## src/rtl/enqueue_agent_v1.sv

```systemverilog
// enqueue_agent_v1: steers P4 pipeline beats into per-queue packet buffers
// and issues one PIFO descriptor (rank, length) per destination queue after
// each packet. The queue mask is decided once per packet at SOP.
// Optional per-queue enqueue/congestion-drop counters: ENQ_AGENT_STATS_EN.
module enqueue_agent_v1 #(
  parameter int NUM_PORTS = 4,
  parameter int TUSER_W   = 128,
  parameter int DST_POS   = 24,
  parameter int DROP_POS  = 32,
  parameter int RANK_POS  = 64,
  parameter int RANK_W    = 16,
  parameter int LEN_W     = 12
) (
  input  logic                   axis_aclk,
  input  logic                   axis_reset,
  input  logic                   s_axis_tvalid,
  output logic                   s_axis_tready,
  input  logic [TUSER_W-1:0]     s_axis_tuser,
  input  logic                   s_axis_tlast,
  input  logic [NUM_PORTS:0]     s_axis_buffer_almost_full,
  input  logic [NUM_PORTS:0]     s_axis_pifo_full,
  output logic [NUM_PORTS:0]     m_axis_ctl_buffer_wr_en,
  output logic [NUM_PORTS:0]     m_axis_ctl_pifo_in_en,
  output logic [RANK_W-1:0]      m_axis_ctl_pifo_rank,
  output logic [LEN_W-1:0]       m_axis_ctl_pifo_len
`ifdef ENQ_AGENT_STATS_EN
  ,
  input  logic [$clog2(NUM_PORTS+1)-1:0] stat_sel,
  input  logic                   stat_clr,
  output logic [31:0]            stat_enq_cnt,
  output logic [31:0]            stat_drop_cnt
`endif
);

  localparam int NQ = NUM_PORTS + 1;

  typedef enum logic {S_IDLE, S_PKT} state_t;

  state_t            state_q, state_d;
  logic [NQ-1:0]     mask_q, mask_d;
  logic [RANK_W-1:0] rank_q, rank_d;
  logic [LEN_W-1:0]  len_q, len_d;
  logic [NQ-1:0]     desc_en_q, desc_en_d;
  logic [RANK_W-1:0] desc_rank_q, desc_rank_d;
  logic [LEN_W-1:0]  desc_len_q, desc_len_d;

  logic              accept;
  logic              drop_bit;
  logic [NQ-1:0]     req;
  logic [NQ-1:0]     en;
  logic              unused_tuser;

  // Beat-count increment that sticks at the largest representable length
  function automatic logic [LEN_W-1:0] sat_inc(input logic [LEN_W-1:0] v);
    return (v == {LEN_W{1'b1}}) ? v : v + 1'b1;
  endfunction

  // Only the dst, drop and rank fields of tuser are consumed
  assign unused_tuser = ^s_axis_tuser;

  // Ready is gated only by reset: the agent never backpressures a packet
  assign s_axis_tready = ~axis_reset;
  assign accept        = s_axis_tvalid & s_axis_tready;
  assign drop_bit      = s_axis_tuser[DROP_POS];

  // Decode destination queues and mask them against congestion status
  always_comb begin
    req = '0;
    for (int i = 0; i < NUM_PORTS; i++) begin
      req[i]         = s_axis_tuser[DST_POS + 2*i];
      req[NUM_PORTS] = req[NUM_PORTS] | s_axis_tuser[DST_POS + 2*i + 1];
    end
    en = drop_bit ? '0 : (req & ~s_axis_buffer_almost_full & ~s_axis_pifo_full);
  end

  // Packet FSM: latch the per-packet decision at SOP, count beats, schedule descriptor
  always_comb begin
    state_d                 = state_q;
    mask_d                  = mask_q;
    rank_d                  = rank_q;
    len_d                   = len_q;
    desc_en_d               = '0;
    desc_rank_d             = desc_rank_q;
    desc_len_d              = desc_len_q;
    m_axis_ctl_buffer_wr_en = '0;
    case (state_q)
      S_IDLE: begin
        if (accept) begin
          m_axis_ctl_buffer_wr_en = en;
          mask_d = en;
          rank_d = s_axis_tuser[RANK_POS +: RANK_W];
          len_d  = LEN_W'(1);
          if (s_axis_tlast) begin
            desc_en_d   = en;
            desc_rank_d = s_axis_tuser[RANK_POS +: RANK_W];
            desc_len_d  = LEN_W'(1);
          end else begin
            state_d = S_PKT;
          end
        end
      end
      S_PKT: begin
        if (accept) begin
          m_axis_ctl_buffer_wr_en = mask_q;
          len_d = sat_inc(len_q);
          if (s_axis_tlast) begin
            desc_en_d   = mask_q;
            desc_rank_d = rank_q;
            desc_len_d  = sat_inc(len_q);
            state_d     = S_IDLE;
          end
        end
      end
      default: state_d = S_IDLE;
    endcase
  end

  // State, packet latch and descriptor registers
  always_ff @(posedge axis_aclk or posedge axis_reset) begin
    if (axis_reset) begin
      state_q     <= S_IDLE;
      mask_q      <= '0;
      rank_q      <= '0;
      len_q       <= '0;
      desc_en_q   <= '0;
      desc_rank_q <= '0;
      desc_len_q  <= '0;
    end else begin
      state_q     <= state_d;
      mask_q      <= mask_d;
      rank_q      <= rank_d;
      len_q       <= len_d;
      desc_en_q   <= desc_en_d;
      desc_rank_q <= desc_rank_d;
      desc_len_q  <= desc_len_d;
    end
  end

  assign m_axis_ctl_pifo_in_en = desc_en_q;
  assign m_axis_ctl_pifo_rank  = desc_rank_q;
  assign m_axis_ctl_pifo_len   = desc_len_q;

`ifdef ENQ_AGENT_STATS_EN
  logic [31:0] enq_cnt_q  [NQ];
  logic [31:0] enq_cnt_d  [NQ];
  logic [31:0] drop_cnt_q [NQ];
  logic [31:0] drop_cnt_d [NQ];
  logic [31:0] stat_enq_q, stat_enq_d;
  logic [31:0] stat_drop_q, stat_drop_d;
  logic        sop;

  assign sop = accept & (state_q == S_IDLE);

  // Count descriptor pulses and congestion drops per queue; registered readback
  always_comb begin
    enq_cnt_d   = enq_cnt_q;
    drop_cnt_d  = drop_cnt_q;
    stat_enq_d  = '0;
    stat_drop_d = '0;
    if (stat_clr) begin
      for (int i = 0; i < NQ; i++) begin
        enq_cnt_d[i]  = '0;
        drop_cnt_d[i] = '0;
      end
    end else begin
      for (int i = 0; i < NQ; i++) begin
        if (desc_en_q[i])
          enq_cnt_d[i] = enq_cnt_q[i] + 32'd1;
        if (sop && req[i] && !en[i] && !drop_bit)
          drop_cnt_d[i] = drop_cnt_q[i] + 32'd1;
      end
    end
    if (int'(stat_sel) < NQ) begin
      stat_enq_d  = enq_cnt_q[stat_sel];
      stat_drop_d = drop_cnt_q[stat_sel];
    end
  end

  // Statistics registers
  always_ff @(posedge axis_aclk or posedge axis_reset) begin
    if (axis_reset) begin
      for (int i = 0; i < NQ; i++) begin
        enq_cnt_q[i]  <= '0;
        drop_cnt_q[i] <= '0;
      end
      stat_enq_q  <= '0;
      stat_drop_q <= '0;
    end else begin
      enq_cnt_q   <= enq_cnt_d;
      drop_cnt_q  <= drop_cnt_d;
      stat_enq_q  <= stat_enq_d;
      stat_drop_q <= stat_drop_d;
    end
  end

  assign stat_enq_cnt  = stat_enq_q;
  assign stat_drop_cnt = stat_drop_q;
`endif

endmodule

```

## config.mk

```make
export PLATFORM = sky130hd
export DESIGN_NAME = enqueue_agent_v1
export DESIGN_NICKNAME = d
export VERILOG_FILES = /design/src/rtl/enqueue_agent_v1.sv
export SDC_FILE = /design/constraint.sdc
export NUM_CORES = 1
export LEC_CHECK = 0
export ABC_AREA = 1
export CAP_MARGIN = 20
export CORE_ASPECT_RATIO = 0.9
export CORE_UTILIZATION = 41
export DETAILED_ROUTE_END_ITERATION = 8
export GPL_TIMING_DRIVEN = 0
export PLACE_DENSITY_LB_ADDON = 0.15
export SLEW_MARGIN = 40
export SYNTH_ARGS = -nofsm -noshare
export SYNTH_HDL_FRONTEND = slang
export SYNTH_SLANG_ARGS = --single-unit
```

## constraint.sdc

```tcl
create_clock -name axis_aclk -period 5 [get_ports axis_aclk]
set_input_delay 0.75 -clock axis_aclk [delete_from_list [all_inputs] [get_ports axis_aclk]]
set_output_delay 0.75 -clock axis_aclk [all_outputs]
set_load 0.01 [all_outputs]
```

==> qor.yml, run 1 <==
power_and_ir_drop:
  ir_drop_v: 0.000161
  p_leak_uw: 0.00203
  cellPowerDensity_nw_per_um2: 355
  report.power.total_uw: 1510
setup_path:
  arrival_ps: 3080
  critPathMaxFanout: 48
  worstPathRequired_ps: 4250
  critPathLaunchType: "input pin"
  timing.rr.start: "len_q[1]"
  crit_path_start: "axis_reset"
  worst-setup-path-type: "in2out"
  end_kind: "primary output"
  r2r_cells: 9
drt:
  vias: 2799
  drt_first_pass_iters: 4
  drtAntennaViolNets: 0
  routed_via_density: 4.85
  totalWireLength_microns: 7240
  drt_iter0_drc: 150
  drc: 0
  routedWlPerCell_microns: 12.5
clock_tree:
  path_clk_slew_ps: 60
  cts_made_buffers: 9
  cts_hold_buf: 0
  root_buffer: "clkbuf_8"
  cts.sinks: 67
  cts_setup_buffers: 0
  h-tree-depth: 3
  cts_tree: "done"
  clockBufferDepth: 2
  insertion_delay_ps: 330
  cts_resized: 0
logic_synthesis:
  ys_warn_count: 0
  avgSynthCellArea_sq_um: 7.98
  synth_most_common_cell: "nand2_1"
  async_reset_ff_share_pct: 100
  synthTopCellsByArea: "dfrtp_1, nand2_1, o21ai_0"
  synth-seq-cells: 67
  synth_edf_count: 0
  syn-instance-count: 391
  ys_seq_area_share_pct: 53.7
  synthFlopType: "dfrtp_1"
  synth_top_area_cell: "dfrtp_1"
  syn-num-nets: 534
  netlist_area_sq_um: 3120
  synth_cell_types: 23
  synth_top_area_share_pct: 53.7
  synth_commonest_cells: "nand2_1, dfrtp_1, o21ai_0"
place:
  dp.final_hpwl_microns: 5370
  placement.io_buffers: 77
  gp_congestion: 0.842
  placed_area_sq_um: 4040
  dp_slack_ps: 1150
sta:
  period_minus_slack_ps: 3830
  rsz0062_at_grt: "false"
  hold_viol: 0
  finalWorstSetupSlack_ps: 1170
  worstMarginPinSlew_ps: 474
  relSlewSlack_pct: 68.4
  setup_tns_ps: 0
  fmax_mhz: 261
  fin_crit_sh_pct: 76.5
  report.final.setup_viol: 0
  drv_slew: 0
  clock_skew_ps: 7.15
global_route:
  grt_overflow: 0
  antenna_found_initial: 0
  grt_pass1_wl_microns: 12400
  track_usage_pct: 20.1
  grt_pass1_vias: 2695
  grt_max_degree: 49
floorplanning:
  dieArea_sq_um: 7970
  start_util_pct: 43.2
  rows: 29
  pin_count: 181
  die_width_microns: 94.0
  core_area_sq_um: 7220
  die_h_microns: 84.8
flow_run:
  drv_cap: 0
min_path:
  hold-path-cell-count: 2
  hp-start: "m_axis_ctl_pifo_len[2]"
  hp-class: "reg2reg"
cells_and_area:
  drive_gt1_share_pct: 7.44
  nets: 623
  n_antenna_cell: 0
  stdcell_area_sq_um: 4250
  fillers: 694
  area_delta_synth_final_pct: 36.3
status:
  status: "complete, no violations"
through the flow:
stage | std cells | hold WS, ps | utilization (%)
floorplan | 391 | 448 | -
global placement | 561 | 462 | 55.5
detailed placement | 562 | 467 | 56.0
CTS | 577 | 484 | 58.9
global route | 577 | 498 | 58.9
finish | 577 | 480 | 58.9
flip-flops by register name, indices dropped and copies added, names as in the netlist, named ones only:
signal	flops
len_q	12
m_axis_ctl_pifo_rank	16
rank_q	16
m_axis_ctl_pifo_in_en	5
mask_q	5
m_axis_ctl_pifo_len	12
critical path: stages:
cell,delay [ps]
clkdlybuf4s50_1,470
inv_6,210
buf_16,260
nand2_4,170
nor2_1,150
inv_2,80
buf_2,180
nor2_1,100
a21oi_1,60
inv_1,60
clkdlybuf4s50_1,530
cells in the final DEF, fill, tap and decap left out, types with 2 or more instances in the layout:
cell / count
nor2_1: 26
inv_1: 32
o21ai_0: 59
dfrtp_1: 67
clkdlybuf4s50_1: 77
clkbuf_8: 13
nand3_2: 2
clkbuf_1: 8
nor2_4: 2
nand2_2: 2
nand2_1: 135
buf_2: 6
nand3_1: 29
inv_2: 3
nand4_1: 5
a21oi_1: 6
cell type report:
cell class,instances,area (sq um),area share [%]
Buffer,16,82.6,1.94
Inverter,36,140,3.29
Clock inverter,1,30.0,0.706
Tap cell,93,116,2.74
Multi-Input combinational cell,272,1230,28.9
Sequential cell,67,1680,39.4
Timing Repair Buffer,78,798,18.8
Clock buffer,14,183,4.29
power breakdown:
group          leakage, uW  internal [uW]  switching, uW
sequential        0.000875            637           53.7
combinational      0.00105            180            166
clock             0.000109            283            190
total              0.00203           1100            410
path summary, 6_finish.rpt:
check	endpoint	slack (ps)
max	m_axis_ctl_buffer_wr_en[2]	1170
min	m_axis_ctl_pifo_len[2]	480
max reg2reg	m_axis_ctl_pifo_len[4]	3410
min reg2reg	m_axis_ctl_pifo_len[2]	480
max in group asynchronous	m_axis_ctl_pifo_len[8]	3760
min in group asynchronous	m_axis_ctl_pifo_rank[12]	730
routing by layer:
metal	global-route usage (%)	wire length [microns]
met1	26.9	3400
met3	8.15	552
met5	0	0
met2	31.0	3220
met4	4.06	58
cells by family after synthesis:
group | synth area share, %
simple gates | 27.9
flops | 53.7
compound gates | 10.4
buf+inv | 6.97
xor+xnor | 0.561
fa+ha+maj | 0.401
No activity file was read; power rests on OpenSTA's default activity.
==> inputs of run 2 (changes only) <==
--- a/config.mk
+++ b/config.mk
@@ -8,7 +8,7 @@
 export ABC_AREA = 1
 export CAP_MARGIN = 20
 export CORE_ASPECT_RATIO = 0.9
-export CORE_UTILIZATION = 41
+export CORE_UTILIZATION = 38
 export DETAILED_ROUTE_END_ITERATION = 8
 export GPL_TIMING_DRIVEN = 0
 export PLACE_DENSITY_LB_ADDON = 0.15
==> constraint.sdc (replaced) <==
create_clock -name axis_aclk -period 3.6 [get_ports axis_aclk]
set_input_delay 0.54 -clock axis_aclk [delete_from_list [all_inputs] [get_ports axis_aclk]]
set_output_delay 0.54 -clock axis_aclk [all_outputs]
set_load 0.01 [all_outputs]
==> run 2 against run 1 <==
Effect of this change: hold slack got worse by 2.6 ps; clock skew about the same; sequential power is 39% higher; wire length rose by 4.0%; non-clock buffer count is the same; total power is 43% higher; via count grew 1.2%; register-to-register slack got worse by 1400 ps; critical path type unchanged; critical endpoint unchanged.
==> qor.yml, run 2 (synthesis gave the netlist of run 1 again) <==
global_route:
  grt_pass1_vias: 2792
  grt_overflow: 0
  grt_pass1_wl_microns: 12900
  track_usage_pct: 19.0
  grt_max_degree: 50
  antenna_found_initial: 0
drt:
  totalWireLength_microns: 7530
  drt_iter0_drc: 91
  drtAntennaViolNets: 0
  vias: 2833
  routed_via_density: 4.88
  drt_first_pass_iters: 4
  routedWlPerCell_microns: 13.0
  drc: 0
setup_path:
  timing.reg2reg.setup_slack_ps: 1990
  rr_endpoint: "m_axis_ctl_pifo_len[4]"
  timing.rr.start: "len_q[1]"
  critPathMaxFanout: 21
  r2r_cells: 9
  worstPathRequired_ps: 3060
  crit_end: "m_axis_ctl_buffer_wr_en[2]"
  critPathLaunchType: "input pin"
  worst-setup-path-type: "in2out"
  crit_path_start: "axis_reset"
  end_kind: "primary output"
  arrival_ps: 2550
sta:
  clock_skew_ps: 7.30
  hold_viol: 0
  worstMarginPinSlew_ps: 498
  fin_crit_sh_pct: 86.0
  rsz0062_at_grt: "false"
  period_minus_slack_ps: 3090
  fmax_mhz: 323
  holdWs_ps: 477
  report.final.setup_viol: 0
  drv_slew: 0
  relSlewSlack_pct: 66.8
power_and_ir_drop:
  cellPowerDensity_nw_per_um2: 504
  p_leak_uw: 0.00204
  ir_drop_v: 0.000203
  report.power.total_uw: 2150
floorplanning:
  rows: 30
  pin_count: 181
  dieArea_sq_um: 8580
  core_area_sq_um: 7730
  die_width_microns: 97.5
  die_h_microns: 88.0
  start_util_pct: 40.4
cells_and_area:
  layout_commonest_cell: "nand2_1"
  layout_common_cells: "nand2_1, clkdlybuf4s50_1, dfrtp_1"
  drive_gt1_share_pct: 7.63
  stdcell_area_sq_um: 4270
  area_delta_synth_final_pct: 36.9
  fillers: 744
  n_antenna_cell: 0
  nets: 623
clock_tree:
  insertion_delay_ps: 340
  cts_hold_buf: 0
  cts.sinks: 67
  root_buffer: "clkbuf_8"
  h-tree-depth: 3
  cts_made_buffers: 9
  clockBufferDepth: 2
  cts_tree: "done"
  cts_resized: 0
  path_clk_slew_ps: 70
  cts_setup_buffers: 0
place:
  placement.io_buffers: 77
  dp.final_hpwl_microns: 5480
  placed_area_sq_um: 4050
  gp_congestion: 0.844
min_path:
  hp-class: "reg2reg"
status:
  status: "complete, no violations"
flow_run:
  drv_cap: 0
-- run 2: layout make-up --
cell class | instances | area (sq um) | share of cell area (%)
timing repair buffer | 78 | 798 | 18.7
clock inverter | 4 | 72.6 | 1.70
buffer | 16 | 82.6 | 1.93
multi-input combinational | 272 | 1230 | 28.7
sequential | 67 | 1680 | 39.2
tap | 96 | 120 | 2.81
inverter | 36 | 140 | 3.28
clock buffer | 12 | 155 | 3.63
-- run 2: critical path: stages --
cell and delay [ps]:
clkdlybuf4s50_1 470, inv_6 210, nand2_4 160, nor2_1 140
inv_2 80, buf_2 180, nor2_1 100, a21oi_1 60
inv_1 60, clkdlybuf4s50_1 530
-- run 2: per-layer routing --
metal	track usage (%)	vias up	wire (microns)
met2	30.1	88	3410
li1	-	1423	-
met4	7.35	0	89
met3	5.59	8	522
met1	24.7	1314	3500
met5	0	-	0
-- run 2: per-stage QoR --
step	setup TNS (ps)	std cells	util, %	setup slack (ps)
2_1_floorplan	0	391	-	93.4
3_3_place_gp	-56480	564	51.9	-1640
3_5_place_dp	0	565	52.3	469
4_1_cts	0	581	55.3	461
5_1_grt	0	581	55.3	296
6_report	0	581	55.3	506
-- run 2: worst min path at each step --
stage,startpoint,end,cells past startpoint
finish,m_axis_ctl_pifo_len[5],m_axis_ctl_pifo_len[5],2
CTS,m_axis_ctl_pifo_len[5],m_axis_ctl_pifo_len[5],2
global route,axis_reset,m_axis_ctl_pifo_rank[13],2
global placement,rank_q[13],rank_q[13],2
detailed placement,m_axis_ctl_pifo_len[5],m_axis_ctl_pifo_len[5],2
floorplan,rank_q[0],rank_q[0],2
-- run 2: power breakdown --
group / leakage, uW / internal [uW] / total, uW / switching, uW
Combinational: 0.00105 / 250 / 482 / 233
Clock: 0.000113 / 427 / 712 / 285
Sequential: 0.000875 / 884 / 959 / 75.1
Total: 0.00204 / 1560 / 2150 / 593
